===== config.mk =====
export PLATFORM = sky130hd
export DESIGN_NAME = camera_reg_config
export DESIGN_NICKNAME = d
export VERILOG_FILES = /design/src/rtl/camera_reg_config.sv
export SDC_FILE = /design/constraint.sdc
export NUM_CORES = 1
export LEC_CHECK = 0
export ABC_AREA = 0
export CAP_MARGIN = 20
export CORE_MARGIN = 3
export CORE_UTILIZATION = 51
export CTS_BUF_LIST = sky130_fd_sc_hd__clkbuf_16
export CTS_CLUSTER_SIZE = 30
export DETAILED_ROUTE_END_ITERATION = 8
export PLACE_DENSITY = 0.8
export SKIP_LAST_GASP = 1
export SLEW_MARGIN = 10
export SYNTH_ARGS = -nofsm -noshare
export SYNTH_HDL_FRONTEND = slang
export SYNTH_SLANG_ARGS = --single-unit

===== constraint.sdc =====
create_clock -name clk_24M -period 2.6 [get_ports clk_24M]
set_clock_uncertainty 0.1 [all_clocks]
set_input_delay 0.26 -clock clk_24M [delete_from_list [all_inputs] [get_ports clk_24M]]
set_output_delay 0.26 -clock clk_24M [all_outputs]
set_load 0.03 [all_outputs]

===== src/rtl/camera_reg_config.sv =====
// rtl/camera_reg_config.sv - sequences a register LUT into SCCB writes with soft-reset settle and retry
module camera_reg_config #(
    parameter int LUT_SIZE  = 250,
    parameter int IDX_W     = 9,
    parameter int DELAY_CYC = 120000,
    parameter int MAX_RETRY = 3
) (
    input  logic             clk_24M,
    input  logic             reset_n,
    input  logic             initial_en,
    output logic [IDX_W-1:0] lut_index,
    input  logic [23:0]      lut_data,
    output logic             i2c_req,
    output logic [23:0]      i2c_data,
    input  logic             i2c_ack,
    input  logic             i2c_err,
    output logic             config_done,
    output logic             config_err
);

    localparam int RTY_W = (MAX_RETRY < 1) ? 1 : $clog2(MAX_RETRY + 1);
    localparam int DLY_W = ($clog2(DELAY_CYC) > 17) ? $clog2(DELAY_CYC) : 17;

    localparam logic [IDX_W-1:0] LAST_IDX = IDX_W'(LUT_SIZE - 1);
    localparam logic [RTY_W-1:0] RTY_MAX  = RTY_W'(MAX_RETRY);
    localparam logic [DLY_W-1:0] DLY_LOAD = DLY_W'(DELAY_CYC - 1);

    typedef enum logic [2:0] {
        S_IDLE,
        S_FETCH,
        S_WAIT_ACK,
        S_DELAY,
        S_NEXT,
        S_DONE,
        S_FAIL
    } state_t;

    state_t           state;
    state_t           state_nxt;
    logic [RTY_W-1:0] retry_cnt;
    logic [DLY_W-1:0] dly_cnt;

    logic ack_ok;
    logic ack_bad;
    logic soft_rst;
    logic at_last;
    logic can_retry;
    logic dly_zero;

    assign ack_ok    = i2c_ack & ~i2c_err;
    assign ack_bad   = i2c_ack & i2c_err;
    assign soft_rst  = (i2c_data[23:8] == 16'h3008) && i2c_data[7];
    assign at_last   = (lut_index == LAST_IDX);
    assign can_retry = (retry_cnt < RTY_MAX);
    assign dly_zero  = (dly_cnt == '0);

    always_ff @(posedge clk_24M or negedge reset_n) begin
        if (!reset_n) begin
            state <= S_IDLE;
        end else begin
            state <= state_nxt;
        end
    end

    // Dropping initial_en aborts from any state, ahead of any ack in the same cycle.
    always_comb begin
        state_nxt = state;
        if (!initial_en) begin
            state_nxt = S_IDLE;
        end else begin
            case (state)
                S_IDLE:     state_nxt = S_FETCH;
                S_FETCH:    state_nxt = S_WAIT_ACK;
                S_WAIT_ACK: begin
                    if (ack_ok) begin
                        state_nxt = soft_rst ? S_DELAY : S_NEXT;
                    end else if (ack_bad) begin
                        state_nxt = can_retry ? S_FETCH : S_FAIL;
                    end
                end
                S_DELAY:    if (dly_zero) state_nxt = S_NEXT;
                S_NEXT:     state_nxt = at_last ? S_DONE : S_FETCH;
                S_DONE:     state_nxt = S_DONE;
                S_FAIL:     state_nxt = S_FAIL;
                default:    state_nxt = S_IDLE;
            endcase
        end
    end

    always_ff @(posedge clk_24M or negedge reset_n) begin
        if (!reset_n) begin
            lut_index   <= '0;
            i2c_req     <= 1'b0;
            i2c_data    <= '0;
            config_done <= 1'b0;
            config_err  <= 1'b0;
            retry_cnt   <= '0;
            dly_cnt     <= '0;
        end else if (!initial_en) begin
            lut_index   <= '0;
            i2c_req     <= 1'b0;
            config_done <= 1'b0;
            config_err  <= 1'b0;
            retry_cnt   <= '0;
            dly_cnt     <= '0;
        end else begin
            case (state)
                S_IDLE: begin
                    lut_index <= '0;
                    retry_cnt <= '0;
                end
                S_FETCH: begin
                    i2c_data <= lut_data;
                    i2c_req  <= 1'b1;
                end
                S_WAIT_ACK: begin
                    if (i2c_ack) begin
                        i2c_req <= 1'b0;
                        if (!i2c_err) begin
                            retry_cnt <= '0;
                            if (soft_rst) dly_cnt <= DLY_LOAD;
                        end else if (can_retry) begin
                            retry_cnt <= retry_cnt + RTY_W'(1);
                        end else begin
                            config_err <= 1'b1;
                        end
                    end
                end
                S_DELAY: begin
                    if (!dly_zero) dly_cnt <= dly_cnt - DLY_W'(1);
                end
                S_NEXT: begin
                    if (at_last) begin
                        config_done <= 1'b1;
                    end else begin
                        lut_index <= lut_index + IDX_W'(1);
                    end
                end
                default: begin
                end
            endcase
        end
    end

endmodule


==> flow_metrics.py, run 1 <==
metrics = {
    "status": {
        "outcome": "finished with violations",
        "violations": "negative hold slack",
    },
    "drt": {
        "drt_iter0_markers": 207,
        "firstDrtPassIters": 4,
        "vias": 2723,
        "via_per_inst": 6.08,
        "routed_wirelength_mm": 7.60,
        "wl_per_cell_um": 17.0,
        "drc_errors": 0,
        "drt.antenna.violating_nets": 0,
    },
    "sta": {
        "tightest_slew_ps": 725,
        "drv_slew": 0,
        "fin_crit_ps": 2410,
        "final_hold_viol_count": 27,
        "setup_tns_ps": 0,
        "period_share_pct": 92.9,
        "worst_slack_ps": 185,
        "fmax_mhz": 414,
        "timing.hold.ws_ps": -25.0,
        "slew_headroom_pct": 51.7,
        "setup_viol": 0,
    },
    "finish": {
        "area_growth_pct": 34.1,
        "seqCellArea_um2": 1450,
        "insertedDiodeCount": 0,
        "nFillCells": 405,
        "layout-drive-gt1-share_pct": 17.0,
        "multi_input_area_um2": 1530,
        "final_util_pct": 72.7,
        "final_nets": 406,
    },
    "die": {
        "fp-row-count": 27,
        "die-area_um2": 7000,
        "die_y_um": 83.7,
        "io_pins": 65,
        "core_um2": 5680,
        "die_x_um": 83.7,
        "initial_core_util_pct": 54.2,
    },
    "synthesis": {
        "synth_edf_count": 0,
        "syn_nets": 330,
        "ys_ff_latch": 58,
        "synth.distinct_cells": 64,
        "ys_async_sr_fraction_pct": 100,
        "synthCells": 296,
        "avgSynthCellArea_um2": 10.4,
        "ys.flop_type": "dfrtp_1",
        "seq_area_frac_synth_pct": 47.2,
        "synth_warnings": 0,
        "syn_area_um2": 3080,
    },
    "clocking": {
        "numCtsBuffers": 9,
        "cts_root_buf": "clkbuf_16",
        "postCtsSetupBuffers": 0,
        "clock_latency_ps": 320,
        "clkTransAtPathRegs_ps": 50,
        "clock-sinks": 58,
        "h-tree-depth": 3,
        "ctsResizeCount": 0,
        "cts_tree": "done",
        "hold_buffers": 0,
        "cts_max_path_buffers": 2,
    },
    "grt": {
        "grt_pass1_wl_mm": 12.8,
        "grt_antenna_before_repair": 0,
        "grt_max_degree": 59,
        "grt_use_total_pct": 22.4,
        "grt-ovfl-total": 0,
        "grt_pass1_vias": 2678,
    },
    "placement": {
        "place_hpwl_mm": 5.19,
        "port_buffers": 64,
        "place_ws_ps": 153,
        "gp_congestion": 0.894,
    },
    "min_path": {
        "holdCritPathClass": "in2async",
    },
    "worst_setup_path": {
        "critPathMaxFanout": 4,
        "cp-end-kind": "flop",
        "critPathLaunchType": "flop",
        "path_class": "reg2reg",
        "worstReg2RegEnd": "dly_cnt[8]",
        "reg2reg_depth": 6,
        "cp_data_arrival_time_ps": 2520,
        "regToRegStartpoint": "dly_cnt[0]",
        "cp_data_required_time_ps": 2710,
        "r2r_slack_ps": 190,
    },
    "pwr": {
        "worst_ir_drop_vdd_mv": 0.880,
        "p_leak_uw": 0.00174,
        "p_per_area_nw_per_um2": 1150,
    },
    "job": {
        "maxCapViolCount": 0,
    },
}
==> layout make-up <==
cell class	count	share of cell area (%)
multi-input cells	214	37.1
flip-flops and latches	58	35.2
repair buffers	77	17.8
clock buffers	9	5.46
well taps	72	2.18
clock inverters	6	1.21
inverters	12	1.09
==> cell usage after synthesis (5+ instances only) <==
master    instances  share of area [%]
nor2_1           20                2.4
dfrtp_1          58                 47
and3_1            8                1.6
nand2_1          17                2.1
ha_1              5                2.0
a21oi_1           7                1.1
mux2_2           24                8.8
o21ai_0          25                4.1
a31oi_1           5                1.0
inv_1            10                1.2
nand2b_1          5                1.0
nand3_1           6               0.98
o31ai_1           5                1.2
clkbuf_1         10                1.2
nor3_1            9                1.5
==> worst max path at each step <==
| stage | from | end | slack, ps |
|---|---|---|---|
| 2_1_floorplan | i2c_data[12] | dly_cnt[5] | 400 |
| 3_3_place_gp | i2c_ack | dly_cnt[5] | 170 |
| 3_5_place_dp | i2c_ack | dly_cnt[5] | 150 |
| 4_1_cts | dly_cnt[0] | dly_cnt[6] | 210 |
| 5_1_grt | dly_cnt[0] | dly_cnt[8] | -100 |
| 6_report | dly_cnt[0] | dly_cnt[8] | 190 |
==> report_power, final <==
group / internal [µW] / leakage, µW / switching [µW]
combinational: 977 / 0.000849 / 1230
sequential: 1160 / 0.000755 / 286
clock: 719 / 0.000139 / 380
==> sequential cells by signal, summed over array words and instances (netlist names) <==
signal	cells
i2c_req	1
lut_index	9
dly_cnt	17
i2c_data	24
state	3
config_done	1
retry_cnt	2
config_err	1
==> cell families after synthesis <==
logic type | synth area share [%]
simple gates | 19.5
compound gates | 18.8
flops | 47.2
mux | 9.11
buf+inv | 3.09
fa+ha+maj | 2.03
xor+xnor | 0.285
==> metrics by stage <==
step | hold slack [ps] | instances | instance area [µm²] | total power (µW)
after detailed placement | 354 | 433 | 3850 | 3600
after global placement | 351 | 433 | 3850 | 3570
after global routing | 36.5 | 448 | 4130 | 5020
final | -25.0 | 448 | 4130 | 4750
after CTS | 14.9 | 448 | 4130 | 4750
after floorplan | -136 | 296 | 3080 | 2790
==> cells in the final DEF, fill, tap and decap left out, drive strengths merged, types with 2 or more instances in the layout <==
| cell type | n |
|---|---|
| a2111oi | 5 |
| a211o | 3 |
| a21oi | 9 |
| a221oi | 3 |
| a311oi | 3 |
| a31o | 3 |
| a31oi | 5 |
| and3 | 8 |
| and4 | 2 |
| buf | 14 |
| clkbuf | 9 |
| clkdlybuf4s50 | 63 |
| clkinv | 4 |
| dfrtp | 58 |
| ha | 5 |
| inv | 13 |
| mux2 | 24 |
| nand2 | 18 |
| nand2b | 5 |
| nand3 | 6 |
| nand4 | 3 |
| nor2 | 20 |
| nor2b | 2 |
| nor3 | 10 |
| nor3b | 3 |
| nor4 | 5 |
| nor4b | 3 |
| nor4bb | 3 |
| o2111a | 2 |
| o211a | 2 |
| o21a | 4 |
| o21ai | 25 |
| o31ai | 5 |
| or3 | 4 |
| or4 | 3 |
| or4b | 2 |
==> per-layer routing <==
layer	GRT usage, %	routed length (µm)
met1	28.1	3200
met2	35.7	3610
met3	9.18	715
met4	5.99	75
met5	0	0
==> worst max-delay path, cell delays in order, from the launching register on <==
cell and delay (ps):
dfrtp_1 400, inv_1 130, ha_1 220, or4b_1 550, a2111oi_0 540, a2111oi_0 150
a31o_1 210
(Power assumes the default switching activity.)
==> inputs of run 2 (changes only) <==
--- a/config.mk
+++ b/config.mk
@@ -8,11 +8,11 @@
 export ABC_AREA = 0
 export CAP_MARGIN = 20
 export CORE_MARGIN = 3
-export CORE_UTILIZATION = 51
-export CTS_BUF_LIST = sky130_fd_sc_hd__clkbuf_16
+export CORE_UTILIZATION = 53
+export CTS_BUF_LIST = sky130_fd_sc_hd__clkbuf_4 sky130_fd_sc_hd__clkbuf_8
 export CTS_CLUSTER_SIZE = 30
 export DETAILED_ROUTE_END_ITERATION = 8
-export PLACE_DENSITY = 0.8
+export PLACE_DENSITY = 0.83
 export SKIP_LAST_GASP = 1
 export SLEW_MARGIN = 10
 export SYNTH_ARGS = -nofsm -noshare
==> run 2 against run 1 <==
Compared with the run above:
- the flow now finishes without violations
- flip-flop and latch count unchanged
- wire length up 1.9%
- critical path depth unchanged
- final cell count down 0.45%
- via count down 0.48%
- utilization up 0.56 points
- sequential power about the same
- register-to-register slack worse by 40 ps
- setup slack worse by 39 ps
- clock power down 5%
- power down 1.8%
- critical path type unchanged
==> flow_metrics.py, run 2 (synthesis results as in run 1) <==
metrics = {
    "clocking": {
        "clock-sinks": 58,
        "clkTransAtPathRegs_ps": 70,
        "numCtsBuffers": 9,
        "cts_tree": "done",
        "cts_max_path_buffers": 2,
        "cts_root_buf": "clkbuf_8",
        "h-tree-depth": 3,
        "clock_latency_ps": 330,
    },
    "finish": {
        "insertedDiodeCount": 0,
        "final_util_pct": 73.3,
        "largest_register_ffs": 24,
        "layout-drive-gt1-share_pct": 17.4,
        "area_growth_pct": 32.7,
        "final_nets": 403,
        "final_cell_mix": "clkdlybuf4s50_1 (63), dfrtp_1 (58), o21ai_0 (25), mux2_2 (24), nor2_1 (20)",
        "reg_top3": "i2c_data x24, dly_cnt x17, lut_index x9",
        "top_register": "i2c_data",
        "final_common_cell": "clkdlybuf4s50_1",
    },
    "worst_setup_path": {
        "cpMaxStageDelayCell": "or4b_1",
        "critPathLaunchType": "flop",
        "critPathTopFamily": "compound AO/OA/AOI/OAI gates",
        "cp_data_arrival_time_ps": 2580,
        "cp-end-kind": "flop",
        "critPathMaxFanout": 4,
        "path_class": "reg2reg",
        "crit_buf_inv": 1,
        "cpPeakStageDelay_ps": 550,
        "worstPathCellList": "inv_1 > ha_1 > or4b_1 > a2111oi_1 > a2111oi_0 > a31o_1",
        "cp_data_required_time_ps": 2720,
    },
    "sta": {
        "worst_slack_ps": 147,
        "final_hold_viol_count": 0,
        "fmax_mhz": 408,
        "slew_headroom_pct": 50.7,
        "drv_slew": 0,
        "period_share_pct": 94.4,
        "rsz0062_at_grt": "true",
        "setup_viol": 0,
        "timing.hold.ws_ps": 401,
        "tightest_slew_ps": 739,
        "fin_crit_ps": 2450,
    },
    "pwr": {
        "p_per_area_nw_per_um2": 1140,
        "p_leak_uw": 0.00172,
        "worst_ir_drop_vdd_mv": 0.794,
    },
    "placement": {
        "gp_congestion": 0.899,
        "place_hpwl_mm": 5.40,
        "place_ws_ps": 115,
        "port_buffers": 64,
    },
    "job": {
        "maxCapViolCount": 0,
    },
    "die": {
        "die_y_um": 82.2,
        "die_x_um": 82.2,
        "fp-row-count": 27,
        "core_um2": 5570,
        "initial_core_util_pct": 55.2,
        "die-area_um2": 6760,
        "io_pins": 65,
    },
    "grt": {
        "grt-ovfl-total": 0,
        "grt_pass1_wl_mm": 12.7,
        "grt_antenna_before_repair": 0,
        "grt_pass1_vias": 2670,
        "grt_max_degree": 59,
        "grt_use_total_pct": 24.7,
    },
    "drt": {
        "drt_iter0_markers": 184,
        "drt.antenna.violating_nets": 0,
        "wl_per_cell_um": 17.4,
        "routed_wirelength_mm": 7.75,
        "vias": 2710,
        "via_per_inst": 6.08,
        "firstDrtPassIters": 4,
        "drc_errors": 0,
    },
    "status": {
        "outcome": "completed",
    },
    "min_path": {
        "holdCritPathClass": "reg2reg",
    },
}
==> run 2: changes by cell type in the layout (fill, tap and decap cells not counted), moves of 2 or more <==
cell / previous run / this run
clkbuf_8: 0 / 11
clkbuf_16: 9 / 0
clkinv_1: 3 / 0
buf_4: 13 / 9
bufinv_16: 1 / 3
==> run 2: routing by layer <==
metal | global-route usage, % | share of wire [%] | up-vias
met1 | 31.8 | 43 | 1328
met3 | 8.57 | 8.4 | 7
met5 | 0 | 0 | -
li1 | - | - | 1281
met2 | 38.1 | 47 | 94
met4 | 9.47 | 0.77 | 0
==> run 2: final timing paths <==
kind                            start      endpoint  slack, ps  depth (start not counted)
max                        dly_cnt[0]    dly_cnt[8]        150                          6
max reg2reg                dly_cnt[0]    dly_cnt[8]        150                          6
min reg2reg                config_err    config_err        400                          1
min in group asynchronous     reset_n  lut_index[7]        500                          3
max in group asynchronous     reset_n   i2c_data[6]       1400                          3
min                        config_err    config_err        400                          1
==> run 2: area by class of cell <==
cell class | instances | area [µm²]
Sequential cell | 58 | 1450
Inverter | 12 | 45.0
Multi-Input combinational cell | 214 | 1530
Timing Repair Buffer | 74 | 713
Tap cell | 72 | 90.1
Clock inverter | 5 | 100
Fill cell | 397 | 1490
Clock buffer | 11 | 151
==> run 2: what timing repair did <==
action	4_1_cts	5_1_grt
buffers inserted	0	0
endpoints found under the setup margin	0	2
hold buffers	1	0
hold endpoints to repair	35	0
resized for setup	0	2
==> run 2: worst register-to-register path, stage by stage, from the launching register on <==
cell	delay, ps
dfrtp_1	420
inv_1	150
ha_1	220
or4b_1	550
a2111oi_1	550
a2111oi_0	150
a31o_1	210
==> run 2: metrics by stage <==
| stage | instance area [µm²] | power [µW] | std cells | setup TNS [ps] |
|---|---|---|---|---|
| 2_1_floorplan | 3080 | 2790 | 296 | 0 |
| 3_3_place_gp | 3820 | 3550 | 429 | 0 |
| 3_5_place_dp | 3820 | 3590 | 429 | 0 |
| 4_1_cts | 4080 | 4660 | 446 | 0 |
| 5_1_grt | 4080 | 4920 | 446 | -29.5 |
| 6_report | 4080 | 4660 | 446 | 0 |
==> run 2: power by group <==
group          internal, µW  switching [µW]  leakage, µW
sequential             1160             286     0.000755
combinational           974            1200     0.000834
clock                   686             363     0.000129
==> inputs of run 3 (changes only) <==
--- a/config.mk
+++ b/config.mk
@@ -14,7 +14,7 @@
 export DETAILED_ROUTE_END_ITERATION = 8
 export PLACE_DENSITY = 0.83
 export SKIP_LAST_GASP = 1
-export SLEW_MARGIN = 10
+export SLEW_MARGIN = 5
 export SYNTH_ARGS = -nofsm -noshare
 export SYNTH_HDL_FRONTEND = slang
 export SYNTH_SLANG_ARGS = --single-unit
==> results of run 3 <==
The final DEF is identical to that of run 2; final timing and power are the same.
==> variant: new RTL, flow settings as in run 3 <==
Make the reset (`reset_n`) synchronous in 2 clocked blocks.
--- a/src/rtl/camera_reg_config.sv
+++ b/src/rtl/camera_reg_config.sv
@@ -54,7 +54,7 @@
     assign can_retry = (retry_cnt < RTY_MAX);
     assign dly_zero  = (dly_cnt == '0);
 
-    always_ff @(posedge clk_24M or negedge reset_n) begin
+    always_ff @(posedge clk_24M) begin
         if (!reset_n) begin
             state <= S_IDLE;
         end else begin
@@ -87,7 +87,7 @@
         end
     end
 
-    always_ff @(posedge clk_24M or negedge reset_n) begin
+    always_ff @(posedge clk_24M) begin
         if (!reset_n) begin
             lut_index   <= '0;
             i2c_req     <= 1'b0;
Formal check against the unedited RTL: differs if reset_n is asserted again (counterexample within 4 cycles, from zero or initial values and one cycle with reset_n low); with reset_n held inactive, the same outputs for 10 cycles.
==> variant against run 3 <==
Non-clock buffer count stayed put; wire length is 16% lower; sequential cell count unchanged; critical endpoint is now state[2]$_SDFFE_PN0P_; count of clock-buffer cells in the layout grew 1; first-iteration DRC count shrank 26%; critical path type unchanged; final area down 11%; highest routed layer unchanged; critical path depth rose by 1; synthesized cell count grew 11%; worst setup slack better by 0.045 ns; area after synthesis decreased by 12%.
Power is not compared: it rests on default switching activity, and its combinational part moved more than twofold at a synthesized area within 25%.
==> variant: results (changes against run 3) <==
worst_setup_path:
  endpoint: "state[2]$_SDFFE_PN0P_"
  arrival_ns: 2.57  # about the same
  slowest_delay_ns: 0.63  # +0.08 ns
  worstPathMaxFanout: 7  # +3
  reg2reg_setup_slack_ns: 0.19  # +0.05 ns
  r2r-end: "state[2]$_SDFFE_PN0P_"
layout:
  multi_input_area_share_pct: 40.76  # +3.2 points
  fin_nets: 432  # +7.2%
  n_sequential_cell: 58  # unchanged
  inv_count: 5  # -7
  layout.area.seq_mm2: 0.001161  # -20%
  drive_gt1_share_pct: 8.458  # -8.9 points
  nMultiInputCombCells: 250  # +17%
  clkbuf_count: 12  # +1
route:
  routed_via_density: 5.452  # -10%
  num_vias: 2557  # -5.6%
  drtIter0Drc: 136  # -26%
timing:
  whs_ns: 0.3648  # -0.03608 ns
  worst-slew-pin-transition_ns: 0.6728  # -0.06612 ns
  fin_crit_ns: 2.408  # -0.04523 ns
logic_synthesis:
  synth-main-ff-cell: "dfxtp_1"
  syn-num-nets: 362  # +9.7%
  yosysSeqAreaShare_pct: 42.71  # -4.5 points
  synth_cell_type_count: 48  # -25%
outcome:
  outcome: "complete, no violations"
global_route:
  track_usage_pct: 23.59  # -1.1 points
worst_hold_path:
  hold_path_depth: 2  # +1
  hold_path_end: "i2c_data[3]$_SDFFE_PN0P_"
placed_design:
  dp_slack_ns: 0.2153  # +0.09986 ns
  postPlaceCellArea_mm2: 0.003461  # -9.4%
  hpwlAfterDp_um: 4682  # -13%
## variant: changes by cell type after synthesis, sizes merged, moves of 6 or more
cell	before	now
a21boi	0	24
dfrtp	58	0
dfxtp	0	58
inv	12	5
mux2	24	1
nand2	18	62
nor2	20	26
xnor2	1	13
## variant: logic make-up after synthesis
family          after synthesis  share of synthesized area (%)
simple gates                158                          29.73
compound gates               71                          17.16
flops                        58                          42.71
buf+inv                      20                          2.807
xor+xnor                     14                          4.510
fa+ha+maj                     5                          2.301
mux                           2                         0.7823
## variant: worst max-delay path: cells and delay by family (launching register included)
kind / cells / cell delay [ns]
AO/OA/AOI/OAI: 1 / 0.14
AND/OR/NAND/NOR: 4 / 1.47
buffers and inverters: 1 / 0.10
adder cells (fa/ha/maj): 1 / 0.20
flip-flops: 1 / 0.34
## variant: metal layers
layer	GRT usage (%)	vias up	share of wire (%)
met5	0	-	0
met4	13.17	0	2.4
met3	9.281	13	9.3
met2	35.62	74	43
met1	28.52	1171	45
li1	-	1299	-
